## src/rtl/restoring_divider_param.sv

```systemverilog
// Parametrised restoring divider with valid/ready handshakes on both sides.
// Computes unsigned or signed (truncating) quotient and remainder, one
// quotient bit per clock, followed by a single sign-correction cycle.
//
// Ports:
//   clk         rising-edge clock
//   rst         asynchronous active-low reset
//   in_valid    operand pair presented
//   in_ready    block can accept operands (high only while idle)
//   dividend    numerator, WIDTH bits
//   divisor     denominator, WIDTH bits
//   is_signed   1 = two's-complement operands, sampled with the operands
//   out_valid   result available
//   out_ready   consumer accepts result
//   quotient    quotient, WIDTH bits
//   remainder   remainder, WIDTH bits
//   div_by_zero divisor was zero for this result; qualified by out_valid
module restoring_divider_param #(
  parameter int unsigned WIDTH = 16
) (
  input  logic             clk,
  input  logic             rst,
  input  logic             in_valid,
  output logic             in_ready,
  input  logic [WIDTH-1:0] dividend,
  input  logic [WIDTH-1:0] divisor,
  input  logic             is_signed,
  output logic             out_valid,
  input  logic             out_ready,
  output logic [WIDTH-1:0] quotient,
  output logic [WIDTH-1:0] remainder,
  output logic             div_by_zero
);

  localparam int unsigned CNT_W = $clog2(WIDTH + 1);
  // Trial subtraction width: partial remainder (WIDTH+1) plus the shifted-in bit.
  localparam int unsigned RW    = WIDTH + 2;

  localparam logic [1:0] IDLE = 2'd0;
  localparam logic [1:0] CALC = 2'd1;
  localparam logic [1:0] FIX  = 2'd2;
  localparam logic [1:0] DONE = 2'd3;

  localparam logic [CNT_W-1:0] LAST = CNT_W'(WIDTH - 1);

  logic [1:0]       state, state_nxt;
  logic [WIDTH:0]   prem, prem_nxt;
  // Dividend magnitude shifts out of the top while quotient bits shift in.
  logic [WIDTH-1:0] acc, acc_nxt;
  logic [WIDTH-1:0] dmag, dmag_nxt;
  logic [CNT_W-1:0] cnt, cnt_nxt;
  logic             neg_q, neg_q_nxt;
  logic             neg_r, neg_r_nxt;
  logic             in_ready_nxt, out_valid_nxt, div_by_zero_nxt;
  logic [WIDTH-1:0] quotient_nxt, remainder_nxt;
  logic [RW-1:0]    shifted, trial;
  logic             dvd_neg, dvs_neg;

  // Next-state, datapath and registered-output decode.
  always_comb begin
    state_nxt       = state;
    prem_nxt        = prem;
    acc_nxt         = acc;
    dmag_nxt        = dmag;
    cnt_nxt         = cnt;
    neg_q_nxt       = neg_q;
    neg_r_nxt       = neg_r;
    quotient_nxt    = quotient;
    remainder_nxt   = remainder;
    div_by_zero_nxt = div_by_zero;

    dvd_neg = is_signed & dividend[WIDTH-1];
    dvs_neg = is_signed & divisor[WIDTH-1];
    shifted = {prem, acc[WIDTH-1]};
    trial   = shifted - RW'(dmag);

    unique case (state)
      IDLE: begin
        if (in_valid) begin
          neg_q_nxt = dvd_neg ^ dvs_neg;
          neg_r_nxt = dvd_neg;
          // Negation of the most-negative value yields itself, which is the
          // correct unsigned magnitude.
          acc_nxt   = dvd_neg ? -dividend : dividend;
          dmag_nxt  = dvs_neg ? -divisor : divisor;
          prem_nxt  = '0;
          cnt_nxt   = '0;
          if (divisor == '0) begin
            quotient_nxt    = '1;
            remainder_nxt   = dividend;
            div_by_zero_nxt = 1'b1;
            state_nxt       = DONE;
          end else begin
            state_nxt = CALC;
          end
        end
      end
      CALC: begin
        // Negative trial result restores the shifted remainder.
        if (trial[RW-1]) begin
          prem_nxt = shifted[WIDTH:0];
          acc_nxt  = {acc[WIDTH-2:0], 1'b0};
        end else begin
          prem_nxt = trial[WIDTH:0];
          acc_nxt  = {acc[WIDTH-2:0], 1'b1};
        end
        cnt_nxt = cnt + CNT_W'(1);
        if (cnt == LAST) begin
          state_nxt = FIX;
        end
      end
      FIX: begin
        quotient_nxt    = neg_q ? -acc : acc;
        remainder_nxt   = neg_r ? -prem[WIDTH-1:0] : prem[WIDTH-1:0];
        div_by_zero_nxt = 1'b0;
        state_nxt       = DONE;
      end
      DONE: begin
        if (out_ready) begin
          state_nxt = IDLE;
        end
      end
      default: begin
        state_nxt = IDLE;
      end
    endcase

    in_ready_nxt  = (state_nxt == IDLE);
    out_valid_nxt = (state_nxt == DONE);
  end

  // State and datapath registers.
  always_ff @(posedge clk or negedge rst) begin
    if (!rst) begin
      state       <= IDLE;
      prem        <= '0;
      acc         <= '0;
      dmag        <= '0;
      cnt         <= '0;
      neg_q       <= 1'b0;
      neg_r       <= 1'b0;
      in_ready    <= 1'b1;
      out_valid   <= 1'b0;
      quotient    <= '0;
      remainder   <= '0;
      div_by_zero <= 1'b0;
    end else begin
      state       <= state_nxt;
      prem        <= prem_nxt;
      acc         <= acc_nxt;
      dmag        <= dmag_nxt;
      cnt         <= cnt_nxt;
      neg_q       <= neg_q_nxt;
      neg_r       <= neg_r_nxt;
      in_ready    <= in_ready_nxt;
      out_valid   <= out_valid_nxt;
      quotient    <= quotient_nxt;
      remainder   <= remainder_nxt;
      div_by_zero <= div_by_zero_nxt;
    end
  end

endmodule

```

## config.mk

```make
export PLATFORM = sky130hd
export DESIGN_NAME = restoring_divider_param
export DESIGN_NICKNAME = d
export VERILOG_FILES = /design/src/rtl/restoring_divider_param.sv
export SDC_FILE = /design/constraint.sdc
export NUM_CORES = 1
export LEC_CHECK = 0
export ABC_AREA = 1
export CAP_MARGIN = 20
export CORE_MARGIN = 5
export CORE_UTILIZATION = 30
export CTS_CLUSTER_DIAMETER = 100
export DETAILED_ROUTE_END_ITERATION = 7
export GPL_TIMING_DRIVEN = 0
export PLACE_DENSITY_LB_ADDON = 0.05
export SLEW_MARGIN = 30
export SYNTH_ARGS = -nofsm -noshare
export SYNTH_HDL_FRONTEND = slang
export SYNTH_SLANG_ARGS = --single-unit
```

## constraint.sdc

```tcl
create_clock -name clk -period 5.25 [get_ports clk]
set_input_delay 1.05 -clock clk [delete_from_list [all_inputs] [get_ports clk]]
set_output_delay 1.05 -clock clk [all_outputs]
set_load 0.01 [all_outputs]
```

Yosys cells after proc, flatten, opt, wreduce, memory -nomap -nowiden
Cells that the tools add are included.

Register bits: 93. Bits of input ports: 37. Output and inout bits: 35.

Add/subtract/negate cells: 6. Equality and inequality tests: 7. Muxes and demuxes: 26. Bitwise operators: 3. Reductions and logical operators: 8.

Operators by type and width (number): 16-bit two-way mux (9); 16-bit case mux with 2 select lines (3); 16-bit negator (4); 17-bit two-way mux (2); 17-bit case mux with 2 select lines (1); 18-bit by 16-bit subtractor with 18-bit output (1); 16-bit zero test (1); 5-bit case mux with 2 select lines (1); 2-bit two-way mux (4); 2-bit case mux with 4 select lines (1); 2-bit == test, second input constant (3); 5-bit by 1-bit adder with 5-bit output, second input constant (1); 5-bit by 4-bit == test with 1-bit output, second input constant (1); 5-bit two-way mux (1); 2-bit zero test (2); 2-bit inequality test, second input constant (2); 2-bit AND reduction (2); 2-bit nonzero test (2); 1-bit two-way mux (3); 3-bit AND reduction (1); 1-bit bitwise AND (2); 2-bit by 1-bit == test with 1-bit output, second input constant (1); 1-bit case mux with 2 select lines (1); 1-bit XOR (1).

Longest topological paths before layout
Gate-level depths: netlist of the first run.

Depth after elaboration: 5. Gate-level depth with buffers: 16. Gate-level depth less buffers: 15.

Worst setup path before layout of the first run
No wires, ideal clock.

Path kind: input to register. Start: in divisor[0]. End: reg remainder[2]. Library setup time: 121 ps. Arrival time: 2160 ps. Data required time: 5129 ps. Path slack: 2969 ps. Stages: 10. Buffers on the path: 1. Cells stage by stage: inv_1 ha_1 nand4_2 nor2_4 nand4_2 nand2_4 inv_2 buf_6 a211oi_2 nor2_1.

Longest elaborated chain between the ends: 3.

RTL lines: from (decl) (RTL line 26) `input logic [WIDTH-1:0] divisor,`; 16-bit zero test (RTL line 88) `if (divisor == '0) begin`; 2-bit inequality test (no source line); 3-bit AND reduction (no source line); to (signal assigned) (RTL line 158) `remainder <= remainder_nxt;`; to (decl) (RTL line 31) `output logic [WIDTH-1:0] remainder,`.

Every way passes these cells. A chain may end at the register's enable or synchronous reset.

Final worst setup path of the first run
Same ends and word-level chain as after synthesis.

==> results of run 1 <==
## layout by cell type (no fill, tap or decap), types with 6 or more instances in the layout
cell type	n
dfrtp_1	92
buf_6	9
clkbuf_1	18
a22oi_1	13
xor2_1	16
nor2_1	98
clkbuf_16	9
a31oi_1	8
clkdlybuf4s50_1	70
o22ai_1	6
inv_1	119
nand4_1	6
nand3_2	11
nor3_1	11
o21ai_1	8
ha_1	22
o21ai_0	64
xnor2_1	12
a21oi_1	38
nand2_1	248
nand3_1	87
## stage by stage
stage,utilization,std cells
final,0.369,1315
after global routing,0.369,1315
after CTS,0.369,1315
after detailed placement,0.355,1299
after global placement,0.354,1298
after floorplan,-,947
## worst paths after layout
path	start	end	slack, ns	cells past startpoint
min in group asynchronous	rst	prem[11]	0.59	1
hold reg to reg	remainder[11]	remainder[11]	0.48	2
setup / recovery	divisor[0]	remainder[2]	2.23	11
max in group asynchronous	rst	in_ready	3.98	2
setup reg to reg	acc[15]	prem[16]	2.79	14
hold / removal	remainder[11]	remainder[11]	0.48	2
## state kept, by name (all words and copies together), names as in the netlist
register / count
dmag: 16
prem: 17
div_by_zero: 1
acc: 16
out_valid: 1
neg_q: 1
cnt: 5
neg_r: 1
remainder: 16
quotient: 16
state: 2
in_ready: 1
## cells in the mapped netlist, types with 3 or more instances
cell | number | area, um2
nand3_1 | 87 | 435
nand2_4 | 5 | 56.3
nand2_2 | 3 | 18.8
nor2_4 | 4 | 45.0
nand2_1 | 248 | 931
nand3_4 | 3 | 52.6
o21ai_1 | 8 | 40.0
dfrtp_1 | 92 | 2300
nor3_1 | 11 | 55.1
inv_1 | 119 | 447
a22oi_1 | 13 | 97.6
inv_2 | 5 | 18.8
o211ai_1 | 3 | 22.5
o221ai_1 | 4 | 35.0
nor2_2 | 5 | 31.3
xor2_1 | 16 | 140
nand3_2 | 11 | 110
clkbuf_1 | 17 | 63.8
nand4_1 | 6 | 37.5
a21oi_1 | 38 | 190
o22ai_1 | 6 | 37.5
nor3_2 | 4 | 40.0
buf_6 | 8 | 90.1
xnor2_1 | 12 | 105
o21ai_0 | 64 | 320
a31oi_1 | 8 | 50.1
ha_1 | 22 | 275
nand3b_1 | 4 | 30.0
nor2_1 | 98 | 368
## layout make-up
| class | instances | area, um2 | share of cell area |
|---|---|---|---|
| Clock buffer | 11 | 243 | 0.0301 |
| Buffer | 28 | 174 | 0.0216 |
| Inverter | 126 | 473 | 0.0587 |
| Sequential cell | 93 | 2330 | 0.289 |
| Multi-Input combinational cell | 700 | 3680 | 0.457 |
| Timing Repair Buffer | 72 | 739 | 0.0918 |
| Tap cell | 280 | 350 | 0.0435 |
| Clock inverter | 5 | 67.6 | 0.00839 |
## per-layer routing
| layer | wire [um] | vias up | track usage | share of wire |
|---|---|---|---|---|
| met4 | 239 | 0 | 0.0349 | 0.011 |
| met2 | 9400 | 118 | 0.258 | 0.43 |
| met5 | 0 | - | 0 | 0 |
| met3 | 834 | 13 | 0.0267 | 0.038 |
| met1 | 11400 | 2946 | 0.265 | 0.52 |
| li1 | - | 3247 | - | - |
## report_power, final
group / switching (mW) / internal (mW) / leakage [nW]
Combinational: 2.07 / 1.33 / 2.54
Sequential: 0.315 / 1.07 / 1.11
Clock: 0.313 / 0.390 / 0.152
Total: 2.70 / 2.79 / 3.80
## worst max-delay path, delay by kind of cell
kind | cells | cell delay [ns]
AO/OA/AOI/OAI | 1 | 0.32
AND/OR/NAND/NOR | 5 | 0.91
buffers and inverters | 4 | 0.75
adder cells (fa/ha/maj) | 1 | 0.22
## logic make-up after synthesis
family | Yosys count | share of synthesized area
buffers and inverters | 154 | 0.0972
AOI/OAI and AO/OA | 154 | 0.132
adders and majority gates | 23 | 0.0444
and+or+nand+nor | 495 | 0.340
xor gates and xnor gates | 28 | 0.0369
DFF | 93 | 0.350
==> results.md, run 1 <==
- Syn avg cell area: 7.03 um2
- Share of layout cells above drive strength 1: 0.0734
- First-pass GRT wire length: 35000 um
- Total wire length: 21900 um
- Most common cell on crit path: nand4_2
- Dpl hpwl: 17500 um
- Sequential area share after synthesis: 0.350
- Drc violations: 0
- Largest net degree at the start of global routing: 61
- Die area: 25300 um2
- Seq cells post-synth: 93
- Worst-path cell chain: clkdlybuf4s50_1 > inv_1 > ha_1 > nand4_2 > nor2_4 > nand4_2 > nand2_4 > inv_2 > buf_6 > a211oi_2 > nor2_1
- Core ar.: 21800 um2
- Fin Hold WS: 0.483 ns
- Starting Density: 0.305
- Worst Hold Class: reg -> reg
- Tot GR Track Use: 0.173
- Post-DP Area: 7740 um2
- Worst Skew: 0.0101 ns
- CTS tree: done
- Cell Rows: 54
- ANT nets after route: 0
- Synth async-reset ratio: 1.00
- Crit path capture type: flop
- Slew @ Worst Pin: 0.795 ns
- Number of flops mapped to enable cells by yosys: 0
- Crit path largest cell delay: 0.44 ns
- Wire length per cell: 16.6 um
- P_leak: 3.80 nW
- Worst skew pair latency: 0.36 ns
- Crit path kind: in -> reg
- Port Buf Inserts: 71
- Tmin final: 3.02 ns
- Cell area after layout: 8050 um2
- Sink Count: 93
- CTS Hold Bufs: 0
- Grt total ovfl: 0
- Routed vias: 6324
- Clock-pin slew of the registers on the worst-case setup and hold paths: 0.07 ns
- Slew Viols, Final: 0
- Critical path's slowest cell: clkdlybuf4s50_1
- Final setup TNS: 0 ns
- Setup WS post-layout: 2.23 ns
- Power per cell area: 681 nW/um2
- Drt pass-1 iters: 5
- CP arrival: 3.25 ns
- Tcrit/Tclk final: 0.575
- Max-Slew Margin vs Limit: 0.470
- Area delta synth->final: 21.0%
- Total power: 5.49 mW
- Max VDD drop: 217 uV
- Clock buffer count from CTS: 9
- CP Launch Type: primary input
- Yosys warns: 0
- Max-Cap Viols: 0
- Max Root-Sink Buffers: 2
- Antenna violations before repair: 0
- Pre-CTS setup slack: 1.91 ns
- Netlist Area Pre-Place: 6650 um2
- Syn nets: 1007
- Outcome: finished clean
- Endpoints failing setup: 0
- Fillers: 2412
- Post-Syn Instances: 947
- Die height: 159 um
- Routability congestion estimate: 0.807
- Vias in the first global route: 6150
- CP Data Required Time: 5.48 ns
- F_max: 331 MHz
- Clk root buf: clkbuf_16
- # diodes: 0
- RSZ-0062 raised after global routing: no
- Post-CTS sizing: 0
- Final hold viol count: 0
- Crit-path max FO: 10
- DRT iter0 DRCs: 336
- Netlist cell types: 45
- Fin nets: 1090
- Ys flop type: dfrtp_1
- Die Width: 159 um
- Post-CTS setup buffer count: 0
- CTS H-tree depth: 3
- I/O pins: 72
- Vias/cell: 4.81
Power figures use the tool's default switching activity.
==> run 2: changes to the inputs <==
==> constraint.sdc (replaced) <==
create_clock -name clk -period 2.4 [get_ports clk]
set_input_delay 0.48 -clock clk [delete_from_list [all_inputs] [get_ports clk]]
set_output_delay 0.48 -clock clk [all_outputs]
set_load 0.01 [all_outputs]
==> results.md, run 2 (synthesis results as in run 1) <==
- Share of layout cells above drive strength 1: 0.0791 (+0.00564)
- Tot GR Track Use: 0.173 (unchanged)
- Sequential power share: 0.252 (about the same)
- Tcrit/Tclk final: 0.923
- Crit path capture type: flop
- Clock power frac: 0.128 (about the same)
- Routability congestion estimate: 0.807 (unchanged)
- CTS Hold Bufs: 0 (unchanged)
- Total power: 12.0 mW (+120%)
- Vias in the first global route: 6155 (+0.081%)
- Area delta synth->final: 21.7%
- P_leak: 3.81 nW (+0.49%)
- Power per cell area: 1490 nW/um2 (+120%)
- # diodes: 0 (unchanged)
- Antenna violations before repair: 0 (unchanged)
- ANT nets after route: 0 (unchanged)
- Vias/cell: 4.82 (+0.31%)
- CP Launch Type: primary input
- Max VDD drop: 475 uV (+120%)
- Largest register by flop count: prem
- Family with the most delay on the worst path: simple AND/OR/NAND/NOR gates
- Routed vias: 6353 (+0.46%)
- Crit path largest cell delay: 0.44 ns (about the same)
- CTS tree: done
- Worst Hold Class: in -> async
- Fin cells: 1317 (+0.15%)
- Crit path kind: in -> reg
- P_sw: 5.92 mW (+120%)
- Combinational power share: 0.620 (about the same)
- Tmin final: 2.21 ns
- Placed Cells: 1299 (unchanged)
- Fin nets: 1092 (+0.18%)
- Wire length per cell: 16.6 um (-0.18%)
- CP Data Required Time: 2.64 ns (-2.84 ns)
- Drt pass-1 iters: 5 (unchanged)
- Slew @ Worst Pin: 0.797 ns (+0.00170 ns)
- Slew Viols, Final: 0 (unchanged)
- Most common cell after layout, fill and taps aside: nand2_1
- Worst-path cell chain: clkdlybuf4s50_1 > inv_1 > ha_1 > nand4_2 > nor2_4 > nand4_4 > nand2_4 > inv_2 > buf_6 > a211oi_4 > nor2_1
- Outcome: finished clean
- Worst skew pair latency: 0.36 ns (about the same)
- I/O pins: 72 (unchanged)
- Clk root buf: clkbuf_16
- Crit-path max FO: 10 (unchanged)
- First-pass GRT wire length: 35000 um (unchanged)
- Switching share of total power: 0.492 (about the same)
- Buffers & Inverters on Critical Path: 4 (unchanged)
- Final Core Density: 0.371 (+0.00201)
- Cell Rows: 54 (unchanged)
- Number of flip-flops in the largest register: 17 (unchanged)
- Drc violations: 0 (unchanged)
- Clock buffer count from CTS: 9 (unchanged)
- Largest net degree at the start of global routing: 61 (unchanged)
- Critical path's slowest cell: clkdlybuf4s50_1
- Starting Density: 0.305 (unchanged)
- DRT iter0 DRCs: 354 (+5.4%)
- Dpl hpwl: 17500 um (unchanged)
- Port Buf Inserts: 71 (unchanged)
- Die height: 159 um (unchanged)
- RSZ-0062 raised after global routing: no
- Die area: 25300 um2 (unchanged)
- Max Root-Sink Buffers: 2 (unchanged)
- CTS H-tree depth: 3 (unchanged)
- Worst Skew: 0.0121 ns (+0.00198 ns)
- Final hold viol count: 0 (unchanged)
- Max-Slew Margin vs Limit: 0.469 (-0.00113)
- Most frequent cells in the layout: 248 x nand2_1, 118 x inv_1, 98 x nor2_1
- F_max: 452 MHz
- P_int: 6.11 mW (+120%)
- Die Width: 159 um (unchanged)
- Endpoints failing setup: 0 (unchanged)
- Total wire length: 21900 um (about the same)
- Max-Cap Viols: 0 (unchanged)
- Clock-pin slew of the registers on the worst-case setup and hold paths: 0.07 ns (about the same)
- Sink Count: 93 (unchanged)
- Core ar.: 21800 um2 (unchanged)
- Grt total ovfl: 0 (unchanged)
- CP arrival: 2.45 ns (-0.80 ns)
-- run 2: repair_timing --
item / 4_1_cts / 5_1_grt
setup endpoints to repair: 5 / 13
gates resized for setup: 1 / 5
pin swaps: 1 / 0
hold endpoints to repair: 0 / 0
setup buffers: 2 / 0
-- run 2: stage by stage --
stage                     setup WS (ns)  instance area, um2  hold WS, ns  TNS (ns)
after floorplan                   0.494                6650        0.184         0
after global placement            -3.10                7710        0.466   -291.28
after detailed placement         -0.373                7740        0.410     -4.91
after CTS                        0.0329                8070       0.0302         0
after global routing             0.0201                8100       0.0438         0
final                             0.185                8100       0.0219         0
-- run 2: worst reg2reg max path: cells and delay by family (launching register included) --
family | cells | cell delay [ns]
DFF | 1 | 0.48
and+or+nand+nor | 11 | 0.96
buffers and inverters | 2 | 0.25
adders and majority gates | 1 | 0.40
-- run 2: final timing paths --
path	from	end	slack (ns)	depth (start not counted)
worst max-delay path	divisor[0]	remainder[2]	0.19	11
worst min-delay path	rst	prem[11]	0.02	1
worst max register to register	prem[3]	prem[16]	0.19	14
worst min register to register	remainder[11]	remainder[11]	0.48	2
max in group asynchronous	rst	in_ready	1.70	2
min in group clk	remainder[11]	remainder[11]	0.48	2
-- run 2: cell type report --
class	count	area [um2]
buffer	28	174
inverter	126	473
clock inverter	5	67.6
multi-input combinational	700	3710
fill	2404	13700
clock buffer	11	243
tap	280	350
sequential	93	2330
timing repair buffer	74	754
-- run 2: power groups by stage --
stage          registers (mW)  logic, mW  clock network [mW]
5_1_grt                  3.14       8.45                1.64
4_1_cts                  3.04       7.55                1.58
6_report                 3.03       7.46                1.54
3_5_place_dp             3.06       7.50                   0
3_3_place_gp             3.05       7.48                   0
2_1_floorplan            2.96       5.22                   0
-- run 2: per-layer routing --
metal | track usage | vias up | wire [um]
met5 | 0 | - | 0
met4 | 0.0349 | 0 | 217
met3 | 0.0267 | 11 | 880
met2 | 0.258 | 133 | 9440
met1 | 0.265 | 2955 | 11300
li1 | - | 3254 | -
==> run 3: changes to the inputs <==
--- a/config.mk
+++ b/config.mk
@@ -6,7 +6,7 @@
 export NUM_CORES = 1
 export LEC_CHECK = 0
 export ABC_AREA = 1
-export CAP_MARGIN = 20
+export CAP_MARGIN = 40
 export CORE_MARGIN = 5
 export CORE_UTILIZATION = 30
 export CTS_CLUSTER_DIAMETER = 100
==> results.md, run 3 (synthesis results as in run 1) <==
- Max VDD drop: 475 uV (unchanged)
- CTS tree: done
- Worst-path cell chain: clkdlybuf4s50_1 > inv_1 > ha_1 > nand4_2 > nor2_4 > nand4_4 > nand2_4 > inv_2 > buf_6 > a211oi_4 > nor2_1
- Max-Cap Viols: 0 (unchanged)
- Tmin final: 2.21 ns (unchanged)
- Vias/cell: 4.82 (unchanged)
- CP arrival: 2.45 ns (about the same)
- Routed vias: 6353 (unchanged)
- Buffers & Inverters on Critical Path: 4 (unchanged)
- Family with the most delay on the worst path: simple AND/OR/NAND/NOR gates
- Max Root-Sink Buffers: 2 (unchanged)
- Final setup TNS: 0 ns (unchanged)
- Tot GR Track Use: 0.173 (unchanged)
- Sink Count: 93 (unchanged)
- Drc violations: 0 (unchanged)
- P_leak: 3.81 nW (unchanged)
- Total power: 12.0 mW (unchanged)
- Drt pass-1 iters: 5 (unchanged)
- CP Launch Type: primary input
- Grt total ovfl: 0 (unchanged)
- CP Data Required Time: 2.64 ns (about the same)
- Cell Rows: 54 (unchanged)
- Die area: 25300 um2 (unchanged)
- Number of flip-flops in the largest register: 17 (unchanged)
- CTS Hold Bufs: 0 (unchanged)
- Most common cell after layout, fill and taps aside: nand2_1
- Share of layout cells above drive strength 1: 0.0791 (unchanged)
- Seq. cell area: 2330 um2 (unchanged)
- Max-Slew Margin vs Limit: 0.469 (unchanged)
- Dpl hpwl: 17500 um (unchanged)
- Wire length per cell: 16.6 um (unchanged)
- Power per cell area: 1490 nW/um2 (unchanged)
- Slew Viols, Final: 0 (unchanged)
- Slew @ Worst Pin: 0.797 ns (unchanged)
- Die Width: 159 um (unchanged)
- Fin Hold WS: 0.0219 ns (unchanged)
- First-pass GRT wire length: 35000 um (unchanged)
- RSZ-0062 raised after global routing: no
- Tcrit/Tclk final: 0.923 (unchanged)
- Clock buffer count from CTS: 9 (unchanged)
- Core ar.: 21800 um2 (unchanged)
- Port Buf Inserts: 71 (unchanged)
- Endpoints failing setup: 0 (unchanged)
- Clock-pin slew of the registers on the worst-case setup and hold paths: 0.07 ns (about the same)
- Total wire length: 21900 um (unchanged)
- Routability congestion estimate: 0.807 (unchanged)
- Crit path largest cell delay: 0.44 ns (about the same)
- ANT nets after route: 0 (unchanged)
- Post-DP Area: 7740 um2 (unchanged)
- I/O pins: 72 (unchanged)
- Final Core Density: 0.371 (unchanged)
- # diodes: 0 (unchanged)
- DRT iter0 DRCs: 354 (unchanged)
- Most frequent cells in the layout: 248 x nand2_1, 118 x inv_1, 98 x nor2_1
- Worst skew pair latency: 0.36 ns (about the same)
- Worst Skew: 0.0121 ns (unchanged)
- Worst Hold Class: in -> async
- Crit-path max FO: 10 (unchanged)
- Area delta synth->final: 21.7% (unchanged)
- Cell area after layout: 8100 um2 (unchanged)
- Antenna violations before repair: 0 (unchanged)
- F_max: 452 MHz (unchanged)
- Largest register by flop count: prem
- Die height: 159 um (unchanged)
- Fin nets: 1092 (unchanged)
- Clk root buf: clkbuf_16
- Crit path kind: in -> reg
- Starting Density: 0.305 (unchanged)
- Largest net degree at the start of global routing: 61 (unchanged)
- Crit path capture type: flop
- Fillers: 2404 (unchanged)
- Critical path's slowest cell: clkdlybuf4s50_1
- Area of the multi-input gates: 3710 um2 (unchanged)
- Final hold viol count: 0 (unchanged)
- Vias in the first global route: 6155 (unchanged)
- CTS H-tree depth: 3 (unchanged)
- Outcome: finished clean
==> run 3: cell counts in the layout (fill, tap and decap cells not counted) <==
Identical to the previous run, type by type.
==> run 3: metal layers <==
layer	vias up	GRT usage	wire (um)
met5	-	0	0
met4	0	0.0349	217
met3	11	0.0267	880
met2	133	0.258	9440
met1	2955	0.265	11300
li1	3254	-	-
==> run 3: timing repair <==
item                       in CTS  in global routing
setup endpoints to repair       5                 13
buffers inserted                2                  0
pin swaps                       1                  0
gates resized for setup         1                  5
==> run 3: metrics by stage <==
step | cells | setup slack [ns]
3_5_place_dp | 1299 | -0.373
2_1_floorplan | 947 | 0.494
4_1_cts | 1317 | 0.0329
6_report | 1317 | 0.185
5_1_grt | 1317 | 0.0201
3_3_place_gp | 1298 | -3.10
==> run 3: area by class of cell <==
cell class | instances | area share
Multi-Input combinational cell | 700 | 0.458
Sequential cell | 93 | 0.288
Timing Repair Buffer | 74 | 0.0932
Inverter | 126 | 0.0584
Tap cell | 280 | 0.0433
Clock buffer | 11 | 0.0300
Buffer | 28 | 0.0215
Clock inverter | 5 | 0.00834
==> run 3: power breakdown <==
| part | internal, mW | switching, mW | total, mW |
|---|---|---|---|
| combinational | 2.92 | 4.54 | 7.46 |
| sequential | 2.33 | 0.696 | 3.03 |
| clock | 0.853 | 0.684 | 1.54 |
==> run 3: path summary, 6_finish.rpt <==
check | from | endpoint | slack [ns] | depth (start not counted)
worst max-delay path | divisor[0] | remainder[2] | 0.19 | 11
worst min-delay path | rst | prem[11] | 0.02 | 1
worst max register to register | prem[3] | prem[16] | 0.19 | 14
worst min register to register | remainder[11] | remainder[11] | 0.48 | 2
max in group asynchronous | rst | in_ready | 1.70 | 2
min in group clk | remainder[11] | remainder[11] | 0.48 | 2
